File: src/rtl/id_hazard_ctrl_pkg.sv
// Shared types for the ID-stage hazard controller: forwarding select encoding and control modes.
package id_hazard_ctrl_pkg;

    typedef enum logic [1:0] {
        FwdRf  = 2'd0,
        FwdEx  = 2'd1,
        FwdMem = 2'd2,
        FwdWb  = 2'd3
    } fwd_sel_e;

    // Mutually exclusive pipeline control situations, in priority order.
    typedef enum logic [1:0] {
        CtlRun    = 2'd0,
        CtlFreeze = 2'd1,
        CtlFlush  = 2'd2,
        CtlStall  = 2'd3
    } ctl_mode_e;

endpackage

File: src/rtl/id_hazard_ctrl_fwd_pick.sv
// One source operand: match against EX/MEM/WB destinations and pick the youngest forwarding source.
module id_hazard_ctrl_fwd_pick
    import id_hazard_ctrl_pkg::*;
#(
    parameter int unsigned RA_W = 5
) (
    input  logic            rs_ena_i,
    input  logic [RA_W-1:0] rs_addr_i,
    input  logic            ex_v_i,
    input  logic [RA_W-1:0] ex_rd_i,
    input  logic            ex_ld_i,
    input  logic            mem_v_i,
    input  logic [RA_W-1:0] mem_rd_i,
    input  logic            wb_v_i,
    input  logic [RA_W-1:0] wb_rd_i,
    output fwd_sel_e        sel_o,
    output logic            ld_use_o
);

    logic rs_live;
    logic ex_hit;
    logic mem_hit;
    logic wb_hit;

    always_comb begin
        rs_live  = rs_ena_i & (rs_addr_i != '0);
        ex_hit   = rs_live & ex_v_i & (ex_rd_i == rs_addr_i);
        mem_hit  = rs_live & mem_v_i & (mem_rd_i == rs_addr_i);
        wb_hit   = rs_live & wb_v_i & (wb_rd_i == rs_addr_i);
        ld_use_o = ex_hit & ex_ld_i;

        // A load in EX has no data yet; fall through to older stages, the stall covers it.
        sel_o = FwdRf;
        if (ex_hit && !ex_ld_i) begin
            sel_o = FwdEx;
        end else if (mem_hit) begin
            sel_o = FwdMem;
        end else if (wb_hit) begin
            sel_o = FwdWb;
        end
    end

endmodule

File: src/rtl/id_hazard_ctrl.sv
// Pipeline sequencing around id_stage: shadows EX/MEM/WB destinations, resolves RAW hazards,
// drives stall/flush/freeze controls and counts stall cycles and accepted redirects.
module id_hazard_ctrl
    import id_hazard_ctrl_pkg::*;
#(
    parameter int unsigned RA_W  = 5,
    parameter int unsigned CNT_W = 32
) (
    input  logic             clk,
    input  logic             rst,
    input  logic             id_valid,
    input  logic             id_rs1_r_ena,
    input  logic [RA_W-1:0]  id_rs1_r_addr,
    input  logic             id_rs2_r_ena,
    input  logic [RA_W-1:0]  id_rs2_r_addr,
    input  logic             id_rd_w_ena,
    input  logic [RA_W-1:0]  id_rd_w_addr,
    input  logic             id_mem_rd_ena,
    input  logic             id_csr_ena,
    input  logic             ex_redirect,
    input  logic             mem_busy,
    output logic             if_stall,
    output logic             id_flush,
    output logic             ex_bubble,
    output logic             pipe_freeze,
    output logic [1:0]       fwd_rs1_sel,
    output logic [1:0]       fwd_rs2_sel,
    output logic [CNT_W-1:0] stall_cnt,
    output logic [CNT_W-1:0] flush_cnt
);

    typedef struct packed {
        logic            v;
        logic [RA_W-1:0] rd;
        logic            ld;
        logic            csr;
    } hz_ent_t;

    hz_ent_t ex_q, ex_d;
    hz_ent_t mem_q, mem_d;
    hz_ent_t wb_q, wb_d;
    hz_ent_t id_ent;

    logic [CNT_W-1:0] stall_cnt_q, stall_cnt_d;
    logic [CNT_W-1:0] flush_cnt_q, flush_cnt_d;

    fwd_sel_e  rs1_sel, rs2_sel;
    logic      rs1_ld_use, rs2_ld_use;
    logic      ld_use, csr_hz;
    ctl_mode_e mode;

    id_hazard_ctrl_fwd_pick #(
        .RA_W (RA_W)
    ) u_pick_rs1 (
        .rs_ena_i  (id_rs1_r_ena),
        .rs_addr_i (id_rs1_r_addr),
        .ex_v_i    (ex_q.v),
        .ex_rd_i   (ex_q.rd),
        .ex_ld_i   (ex_q.ld),
        .mem_v_i   (mem_q.v),
        .mem_rd_i  (mem_q.rd),
        .wb_v_i    (wb_q.v),
        .wb_rd_i   (wb_q.rd),
        .sel_o     (rs1_sel),
        .ld_use_o  (rs1_ld_use)
    );

    id_hazard_ctrl_fwd_pick #(
        .RA_W (RA_W)
    ) u_pick_rs2 (
        .rs_ena_i  (id_rs2_r_ena),
        .rs_addr_i (id_rs2_r_addr),
        .ex_v_i    (ex_q.v),
        .ex_rd_i   (ex_q.rd),
        .ex_ld_i   (ex_q.ld),
        .mem_v_i   (mem_q.v),
        .mem_rd_i  (mem_q.rd),
        .wb_v_i    (wb_q.v),
        .wb_rd_i   (wb_q.rd),
        .sel_o     (rs2_sel),
        .ld_use_o  (rs2_ld_use)
    );

    // CSR ops serialize: any CSR op still in flight blocks a CSR op in ID.
    always_comb begin
        ld_use = id_valid & (rs1_ld_use | rs2_ld_use);
        csr_hz = id_valid & id_csr_ena & (ex_q.csr | mem_q.csr | wb_q.csr);
        if (mem_busy) begin
            mode = CtlFreeze;
        end else if (ex_redirect) begin
            mode = CtlFlush;
        end else if (ld_use || csr_hz) begin
            mode = CtlStall;
        end else begin
            mode = CtlRun;
        end
    end

    always_comb begin
        if_stall    = 1'b0;
        id_flush    = 1'b0;
        ex_bubble   = ~id_valid;
        pipe_freeze = 1'b0;
        fwd_rs1_sel = rs1_sel;
        fwd_rs2_sel = rs2_sel;
        unique case (mode)
            CtlFreeze: begin
                if_stall    = 1'b1;
                ex_bubble   = 1'b0;
                pipe_freeze = 1'b1;
            end
            CtlFlush: begin
                id_flush  = 1'b1;
                ex_bubble = 1'b1;
            end
            CtlStall: begin
                if_stall  = 1'b1;
                ex_bubble = 1'b1;
            end
            default: ;
        endcase
        if (!rst) begin
            if_stall    = 1'b0;
            id_flush    = 1'b0;
            ex_bubble   = 1'b1;
            pipe_freeze = 1'b0;
            fwd_rs1_sel = FwdRf;
            fwd_rs2_sel = FwdRf;
        end
    end

    // Writes to x0 or without rd_w_ena are never forwarding sources; ld/csr still tracked.
    always_comb begin
        id_ent.v   = id_rd_w_ena & (id_rd_w_addr != '0);
        id_ent.rd  = id_rd_w_addr;
        id_ent.ld  = id_mem_rd_ena;
        id_ent.csr = id_csr_ena;

        ex_d        = ex_q;
        mem_d       = mem_q;
        wb_d        = wb_q;
        stall_cnt_d = stall_cnt_q;
        flush_cnt_d = flush_cnt_q;

        if (mode != CtlFreeze) begin
            wb_d  = mem_q;
            mem_d = ex_q;
            ex_d  = ex_bubble ? '0 : id_ent;
        end
        if (mode == CtlStall && !(&stall_cnt_q)) begin
            stall_cnt_d = stall_cnt_q + CNT_W'(1);
        end
        if (mode == CtlFlush && !(&flush_cnt_q)) begin
            flush_cnt_d = flush_cnt_q + CNT_W'(1);
        end
    end

    always_ff @(posedge clk or negedge rst) begin
        if (!rst) begin
            ex_q        <= '0;
            mem_q       <= '0;
            wb_q        <= '0;
            stall_cnt_q <= '0;
            flush_cnt_q <= '0;
        end else begin
            ex_q        <= ex_d;
            mem_q       <= mem_d;
            wb_q        <= wb_d;
            stall_cnt_q <= stall_cnt_d;
            flush_cnt_q <= flush_cnt_d;
        end
    end

    assign stall_cnt = stall_cnt_q;
    assign flush_cnt = flush_cnt_q;

endmodule

File: config.mk
export PLATFORM = sky130hd
export DESIGN_NAME = id_hazard_ctrl
export DESIGN_NICKNAME = d
export VERILOG_FILES = /design/src/rtl/id_hazard_ctrl_pkg.sv /design/src/rtl/id_hazard_ctrl_fwd_pick.sv /design/src/rtl/id_hazard_ctrl.sv
export SDC_FILE = /design/constraint.sdc
export NUM_CORES = 1
export LEC_CHECK = 0
export BUFFER_PORTS_ARGS = -buffer_cell sky130_fd_sc_hd__buf_2
export CELL_PAD_IN_SITES_DETAIL_PLACEMENT = 1
export CELL_PAD_IN_SITES_GLOBAL_PLACEMENT = 2
export CORE_MARGIN = 1.5
export CORE_UTILIZATION = 35
export CTS_BUF_LIST = sky130_fd_sc_hd__clkbuf_2
export CTS_CLUSTER_SIZE = 28
export DETAILED_ROUTE_END_ITERATION = 8
export PLACE_DENSITY = 0.83
export SYNTH_ARGS = -nofsm -noshare
export SYNTH_HDL_FRONTEND = slang
export SYNTH_SLANG_ARGS = --single-unit
File: constraint.sdc
create_clock -name clk -period 5.3 [get_ports clk]
set_input_delay 1.06 -clock clk [delete_from_list [all_inputs] [get_ports clk]]
set_output_delay 1.06 -clock clk [all_outputs]
set_load 0.01 [all_outputs]
==> results.py, run 1 <==
metrics = {
    "cts": {
        "path_clk_slew_ns": 0.26,
        "clockBufferDepth": 2,
        "htreeDepth": 3,
        "cts_buffers": 9,
        "clock_sinks": 86,
        "cts_resized": 0,
        "clk_latency_ns": 0.58,
        "cts_root_buffer": "clkbuf_2",
        "cts_tree": "built",
        "cts_setup_buffers": 0,
        "hold_buffers": 0,
    },
    "worst_setup_path": {
        "endpoint_kind": "primary output",
        "crit_path_max_fanout": 4,
        "cp_data_arrival_time_ns": 2.65,
        "required_ns": 4.24,
        "critPathLaunchType": "input port",
        "critPathKind": "in2out",
    },
    "drt": {
        "viasPerCell": 5.059,
        "wl_per_cell_um": 16.70,
        "vias": 3405,
        "wl_um": 11240,
        "drc": 0,
        "dr.pass1.iters": 4,
        "ant_nets": 0,
        "drt_iter0_markers": 90,
    },
    "placement": {
        "gp_congestion": 0.8286,
        "place.detailed.hpwl_um": 8464,
        "dp_slack_ns": 1.591,
        "port_buffers": 96,
    },
    "global_route": {
        "grt_max_degree": 71,
        "grt_pass1_vias": 3594,
        "grt_pass1_wl_um": 18710,
        "track_usage": 0.1817,
        "antenna_found_initial": 0,
        "grt_overflow": 0,
    },
    "power": {
        "power.density_nw_per_um2": 239.4,
        "p_total_uw": 1234,
        "power.leakage_uw": 0.002524,
        "ir_worst_vdd_uv": 112.1,
    },
    "sta": {
        "worst_slack_ns": 1.585,
        "hold_violations": 0,
        "fin_crit_sh": 0.7009,
        "setup_tns_ns": 0,
        "tightest_slew_ns": 0.9863,
        "slew_viol_final": 0,
        "fin_crit_ns": 3.715,
        "setup_viol": 0,
        "finClkSkew_ns": 0.03200,
        "max_freq_ghz": 0.2692,
        "rsz0062_at_grt": "false",
        "relSlewSlack": 0.3338,
    },
    "synth": {
        "synth_nets": 427,
        "syn_area_um2": 4370,
        "async_flop_share": 1.000,
        "ys.warnings.count": 0,
        "yosysSeqAreaShare": 0.4924,
        "syn_area_per_cell_um2": 10.93,
        "synth_cell_types": 45,
        "ys_ff_latch": 86,
        "postSynthCellCount": 400,
        "synthFlopType": "dfrtp_1",
        "synth_edf_count": 0,
    },
    "flow_run": {
        "max_cap_violations": 0,
    },
    "hold_path": {
        "hold_class": "in2async",
    },
    "die": {
        "start_util": 0.3608,
        "io_pins": 97,
        "die_area_um2": 13170,
        "core_area_um2": 12110,
        "die_h_um": 114.7,
        "die_x_um": 114.7,
        "fp-row-count": 40,
    },
    "layout": {
        "area_growth_pct": 17.98,
        "final_nets": 527,
        "final_layout_size_suffix_gt1_frac": 0.2673,
        "diodes": 0,
    },
    "status": {
        "status": "completed",
    },
}
Yosys cell counts, types with 7 or more instances:
cell type | number | area, um^2
clkbuf_1 | 8 | 30.03
nand4_1 | 27 | 168.9
xnor2_1 | 63 | 551.8
dfrtp_1 | 86 | 2152
mux2_2 | 14 | 157.7
nor3_1 | 7 | 35.03
and4_1 | 8 | 70.07
and3_1 | 17 | 106.4
xor2_1 | 28 | 245.2
nand3_1 | 29 | 145.1
a22o_1 | 7 | 61.31
nor2_1 | 19 | 71.32
nand2_1 | 27 | 101.4
registers in the layout, summed over array words and instances (netlist names):
name,count
stall_cnt,32
ex_q,8
mem_q,7
flush_cnt,32
wb_q,7
worst paths after layout:
kind | cells past startpoint | to | slack [ns] | startpoint
setup / recovery | 8 | ex_bubble | 1.59 | id_rs1_r_addr[0]
hold / removal | 1 | flush_cnt[18]$_DFFE_PN0P_ | 0.33 | rst
setup reg to reg | 7 | flush_cnt[15]$_DFFE_PN0P_ | 2.55 | flush_cnt[0]$_DFFE_PN0P_
hold reg to reg | 1 | flush_cnt[23]$_DFFE_PN0P_ | 0.51 | flush_cnt[23]$_DFFE_PN0P_
max in group asynchronous | 2 | stall_cnt[8]$_DFFE_PN0P_ | 3.75 | rst
min in group clk | 1 | flush_cnt[23]$_DFFE_PN0P_ | 0.51 | flush_cnt[23]$_DFFE_PN0P_
kinds of logic (layout without fill, tap and decap cells):
group,after synthesis,in the layout,share of synthesized area
xor+xnor,91,91,0.1824
fa+ha+maj,2,2,0.005725
simple gates,166,166,0.2153
compound gates,26,26,0.05125
flops,86,86,0.4924
mux,16,16,0.04122
buf+inv,13,118,0.01174
metrics by stage:
step / utilization / instance area [um^2] / hold WS, ns / std cells
after floorplan: - / 4370 / 0.4806 / 400
after global placement: 0.4166 / 5046 / 0.4719 / 657
after detailed placement: 0.4166 / 5046 / 0.4813 / 657
after CTS: 0.4257 / 5156 / 0.2626 / 673
after global routing: 0.4257 / 5156 / 0.2743 / 673
final: 0.4257 / 5156 / 0.3266 / 673
critical path, cell delays in order:
cell      delay (ns)
buf_2           0.13
or4_1           0.55
o21ai_2         0.20
nand4b_1        0.19
nand2_2         0.10
a21oi_1         0.20
a21oi_1         0.09
buf_2           0.14
routing by layer:
layer | share of wire | GRT usage
met1 | 0.47 | 0.2479
met2 | 0.48 | 0.2882
met3 | 0.038 | 0.03585
met4 | 0.013 | 0.06831
met5 | 0 | 0
area by class of cell:
| cell class | count | area [um^2] |
|---|---|---|
| Clock inverter | 7 | 65.06 |
| Tap cell | 168 | 210.2 |
| Timing Repair Buffer | 99 | 505.5 |
| Sequential cell | 86 | 2152 |
| Fill cell | 1419 | 6955 |
| Multi-Input combinational cell | 301 | 2167 |
| Clock buffer | 9 | 45.04 |
| Inverter | 3 | 11.26 |
layout by cell type (no fill, tap or decap), types with 3 or more instances in the layout:
cell	count
buf_2	95
dfrtp_1	86
xnor2_1	63
nand3_1	29
xor2_1	28
nand4_1	27
nand2_1	27
nor2_1	19
and3_1	17
mux2_2	14
clkbuf_2	9
and4_1	8
nor3_1	7
a22o_1	7
nor4_1	5
nand4b_1	4
a21oi_1	4
nor2b_1	4
and2_1	4
nor3b_1	4
buf_4	4
inv_1	3
where the power goes:
group	internal (uW)	switching, uW
sequential	688	44.6
combinational	71.0	90.6
clock	106	234
total	865	369
Note: power is estimated with default switching activity, not from simulation.
==> run 2: changes to the inputs <==
--- a/config.mk
+++ b/config.mk
@@ -5,15 +5,16 @@
 export SDC_FILE = /design/constraint.sdc
 export NUM_CORES = 1
 export LEC_CHECK = 0
+export ABC_AREA = 1
 export BUFFER_PORTS_ARGS = -buffer_cell sky130_fd_sc_hd__buf_2
 export CELL_PAD_IN_SITES_DETAIL_PLACEMENT = 1
 export CELL_PAD_IN_SITES_GLOBAL_PLACEMENT = 2
 export CORE_MARGIN = 1.5
-export CORE_UTILIZATION = 35
+export CORE_UTILIZATION = 32
 export CTS_BUF_LIST = sky130_fd_sc_hd__clkbuf_2
 export CTS_CLUSTER_SIZE = 28
 export DETAILED_ROUTE_END_ITERATION = 8
-export PLACE_DENSITY = 0.83
+export PLACE_DENSITY = 0.85
 export SYNTH_ARGS = -nofsm -noshare
 export SYNTH_HDL_FRONTEND = slang
 export SYNTH_SLANG_ARGS = --single-unit
==> constraint.sdc (replaced) <==
create_clock -name clk -period 3.85 [get_ports clk]
set_input_delay 0.77 -clock clk [delete_from_list [all_inputs] [get_ports clk]]
set_output_delay 0.77 -clock clk [all_outputs]
set_load 0.01 [all_outputs]
==> results.py, run 2 <==
metrics = {
    "status": {
        "status": "completed",
    },
    "worst_setup_path": {
        "endpoint_kind": "primary output",
        "critPathKind": "in2out",
        "crit_path_max_fanout": 30,
        "required_ns": 3.08,
        "cp_data_arrival_time_ns": 2.52,
        "critPathLaunchType": "input port",
    },
    "drt": {
        "wl_um": 17900,
        "wl_per_cell_um": 15.15,
        "drc": 0,
        "dr.pass1.iters": 4,
        "viasPerCell": 4.886,
        "vias": 5770,
        "ant_nets": 0,
        "drt_iter0_markers": 337,
    },
    "synth": {
        "ys.warnings.count": 0,
        "synth.top_cell.area_share": 0.3768,
        "yosysSeqAreaShare": 0.3768,
        "syn_area_per_cell_um2": 6.680,
        "synth_cell_types": 28,
        "async_flop_share": 1.000,
        "ys_top_cells_by_area": "dfrtp_1, nand2_1, nand3_1, nor2_1, inv_1",
        "synth_top_area_cell": "dfrtp_1",
        "synth_common_cells": "nand2_1, dfrtp_1, nor2_1",
        "ys_ff_latch": 86,
        "synthFlopType": "dfrtp_1",
        "syn_area_um2": 5712,
        "synth_edf_count": 0,
        "synth_nets": 882,
        "yosysMostFrequentCell": "nand2_1",
        "postSynthCellCount": 855,
    },
    "die": {
        "core_area_um2": 17360,
        "die_area_um2": 18660,
        "die_x_um": 136.6,
        "start_util": 0.3291,
        "io_pins": 97,
        "fp-row-count": 48,
        "die_h_um": 136.6,
    },
    "sta": {
        "hold_slack_ns": 0.4707,
        "hold_violations": 0,
        "relSlewSlack": 0.3042,
        "fin_crit_sh": 0.8545,
        "setup_viol": 0,
        "finClkSkew_ns": 0.02936,
        "max_freq_ghz": 0.3040,
        "rsz0062_at_grt": "false",
        "slew_viol_final": 0,
        "tightest_slew_ns": 1.041,
        "fin_crit_ns": 3.290,
        "worst_slack_ns": 0.5603,
        "setup_tns_ns": 0,
    },
    "global_route": {
        "grt_overflow": 0,
        "antenna_found_initial": 1,
        "grt_max_degree": 43,
        "track_usage": 0.2030,
        "grt_pass1_wl_um": 29510,
        "grt_pass1_vias": 5667,
    },
    "power": {
        "power.leakage_uw": 0.003339,
        "seq_power_share": 0.561,
        "combPwrFrac": 0.168,
        "p_sw_uw": 612.3,
        "swShare": 0.3359,
        "clockPowerShare": 0.271,
        "power.density_nw_per_um2": 279.4,
        "internal-power_uw": 1211,
        "ir_worst_vdd_uv": 115.5,
    },
    "placement": {
        "port_buffers": 96,
        "post_dp_cell_area_um2": 6400,
        "place.detailed.hpwl_um": 13680,
        "dp_slack_ns": 1.084,
        "gp_congestion": 0.8465,
    },
    "layout": {
        "most-common-layout-cells": "nand2_1, buf_2, dfrtp_1",
        "fillCellCount": 2292,
        "final_common_cell": "nand2_1",
        "area_growth_pct": 14.24,
        "finalInstanceArea_um2": 6525,
        "final_nets": 976,
        "final_layout_size_suffix_gt1_frac": 0.1384,
    },
    "cts": {
        "clk_latency_ns": 0.61,
        "cts_resized": 0,
        "path_clk_slew_ns": 0.26,
        "cts_root_buffer": "clkbuf_2",
        "cts_buffers": 9,
        "cts_setup_buffers": 0,
        "cts_tree": "built",
        "htreeDepth": 3,
        "clock_sinks": 86,
        "clockBufferDepth": 2,
    },
    "flow_run": {
        "max_cap_violations": 0,
    },
    "hold_path": {
        "hold_class": "in2reg",
    },
}
[run 2: cell count changes in the layout (fill, tap and decap cells not counted), moves of 17 or more]
cell / previous run / this run
nand2_1: 27 / 349
inv_1: 3 / 76
nor2_1: 19 / 83
xnor2_1: 63 / 20
nand3_1: 29 / 63
o21ai_0: 1 / 22
and3_1: 17 / 0
nor3_1: 7 / 24
[run 2: path summary, 6_finish.rpt]
kind	startpoint	endpoint	slack, ns	depth (start not counted)
min reg2reg	ex_q[7]$_DFFE_PN0P_	ex_q[7]$_DFFE_PN0P_	0.54	2
min in group asynchronous	rst	wb_q[5]$_DFFE_PN0P_	0.57	2
max in group asynchronous	rst	stall_cnt[29]$_DFFE_PN0P_	2.34	3
min	id_rd_w_addr[4]	ex_q[6]$_DFFE_PN0P_	0.47	5
max	rst	ex_bubble	0.56	9
max reg2reg	stall_cnt[0]$_DFFE_PN0P_	stall_cnt[22]$_DFFE_PN0P_	1.24	9
[run 2: stage by stage]
stage / total power, uW / util / std cells
finish: 1823 / 0.3759 / 1181
global placement: 1341 / 0.3687 / 1162
CTS: 1857 / 0.3756 / 1179
detailed placement: 1348 / 0.3687 / 1162
global route: 1938 / 0.3758 / 1180
floorplan: 1209 / - / 855
[run 2: metal layers]
| layer | GRT usage | part of all wire |
|---|---|---|
| met1 | 0.2819 | 0.49 |
| met2 | 0.3266 | 0.45 |
| met3 | 0.03074 | 0.041 |
| met4 | 0.05733 | 0.016 |
| met5 | 0 | 0 |
[run 2: worst max-delay path: stages]
cell           delay, ns
dlygate4sd3_1       0.53
buf_4               0.35
inv_1               0.17
nor2_1              0.17
buf_4               0.18
nand3_1             0.08
nand2_1             0.08
inv_1               0.04
buf_2               0.13
[run 2: final cells by class]
| class | instances | area, um^2 | area share |
|---|---|---|---|
| clock buffer | 9 | 45.04 | 0.006903 |
| inverter | 82 | 307.8 | 0.04717 |
| sequential | 86 | 2152 | 0.3298 |
| tap | 225 | 281.5 | 0.04314 |
| antenna | 2 | 5.005 | 0.0007670 |
| multi-input combinational | 667 | 3131 | 0.4798 |
| clock inverter | 7 | 65.06 | 0.009971 |
| timing repair buffer | 103 | 538.0 | 0.08245 |
[run 2: logic make-up (layout without fill, tap and decap cells)]
logic type	count (synthesis)	count (layout)	share of synthesized area
XOR/XNOR	50	50	0.07667
other	0	2	0
adder cells (fa/ha/maj)	2	2	0.004380
AO/OA/AOI/OAI	44	44	0.04228
AND/OR/NAND/NOR	571	571	0.4241
buffers and inverters	102	201	0.07579
flip-flops	86	86	0.3768
[run 2: power groups by stage]
| stage | registers (uW) | clock network (uW) | logic, uW |
|---|---|---|---|
| 2_1_floorplan | 1040 | 0 | 167 |
| 3_3_place_gp | 1040 | 0 | 304 |
| 3_5_place_dp | 1040 | 0 | 311 |
| 4_1_cts | 1020 | 521 | 314 |
| 5_1_grt | 1030 | 556 | 350 |
| 6_report | 1020 | 495 | 306 |
[run 2: repair_timing]
item	in CTS	in global routing
setup endpoints to repair	0	0
hold buffers	1	0
endpoints found under the hold margin	10	0
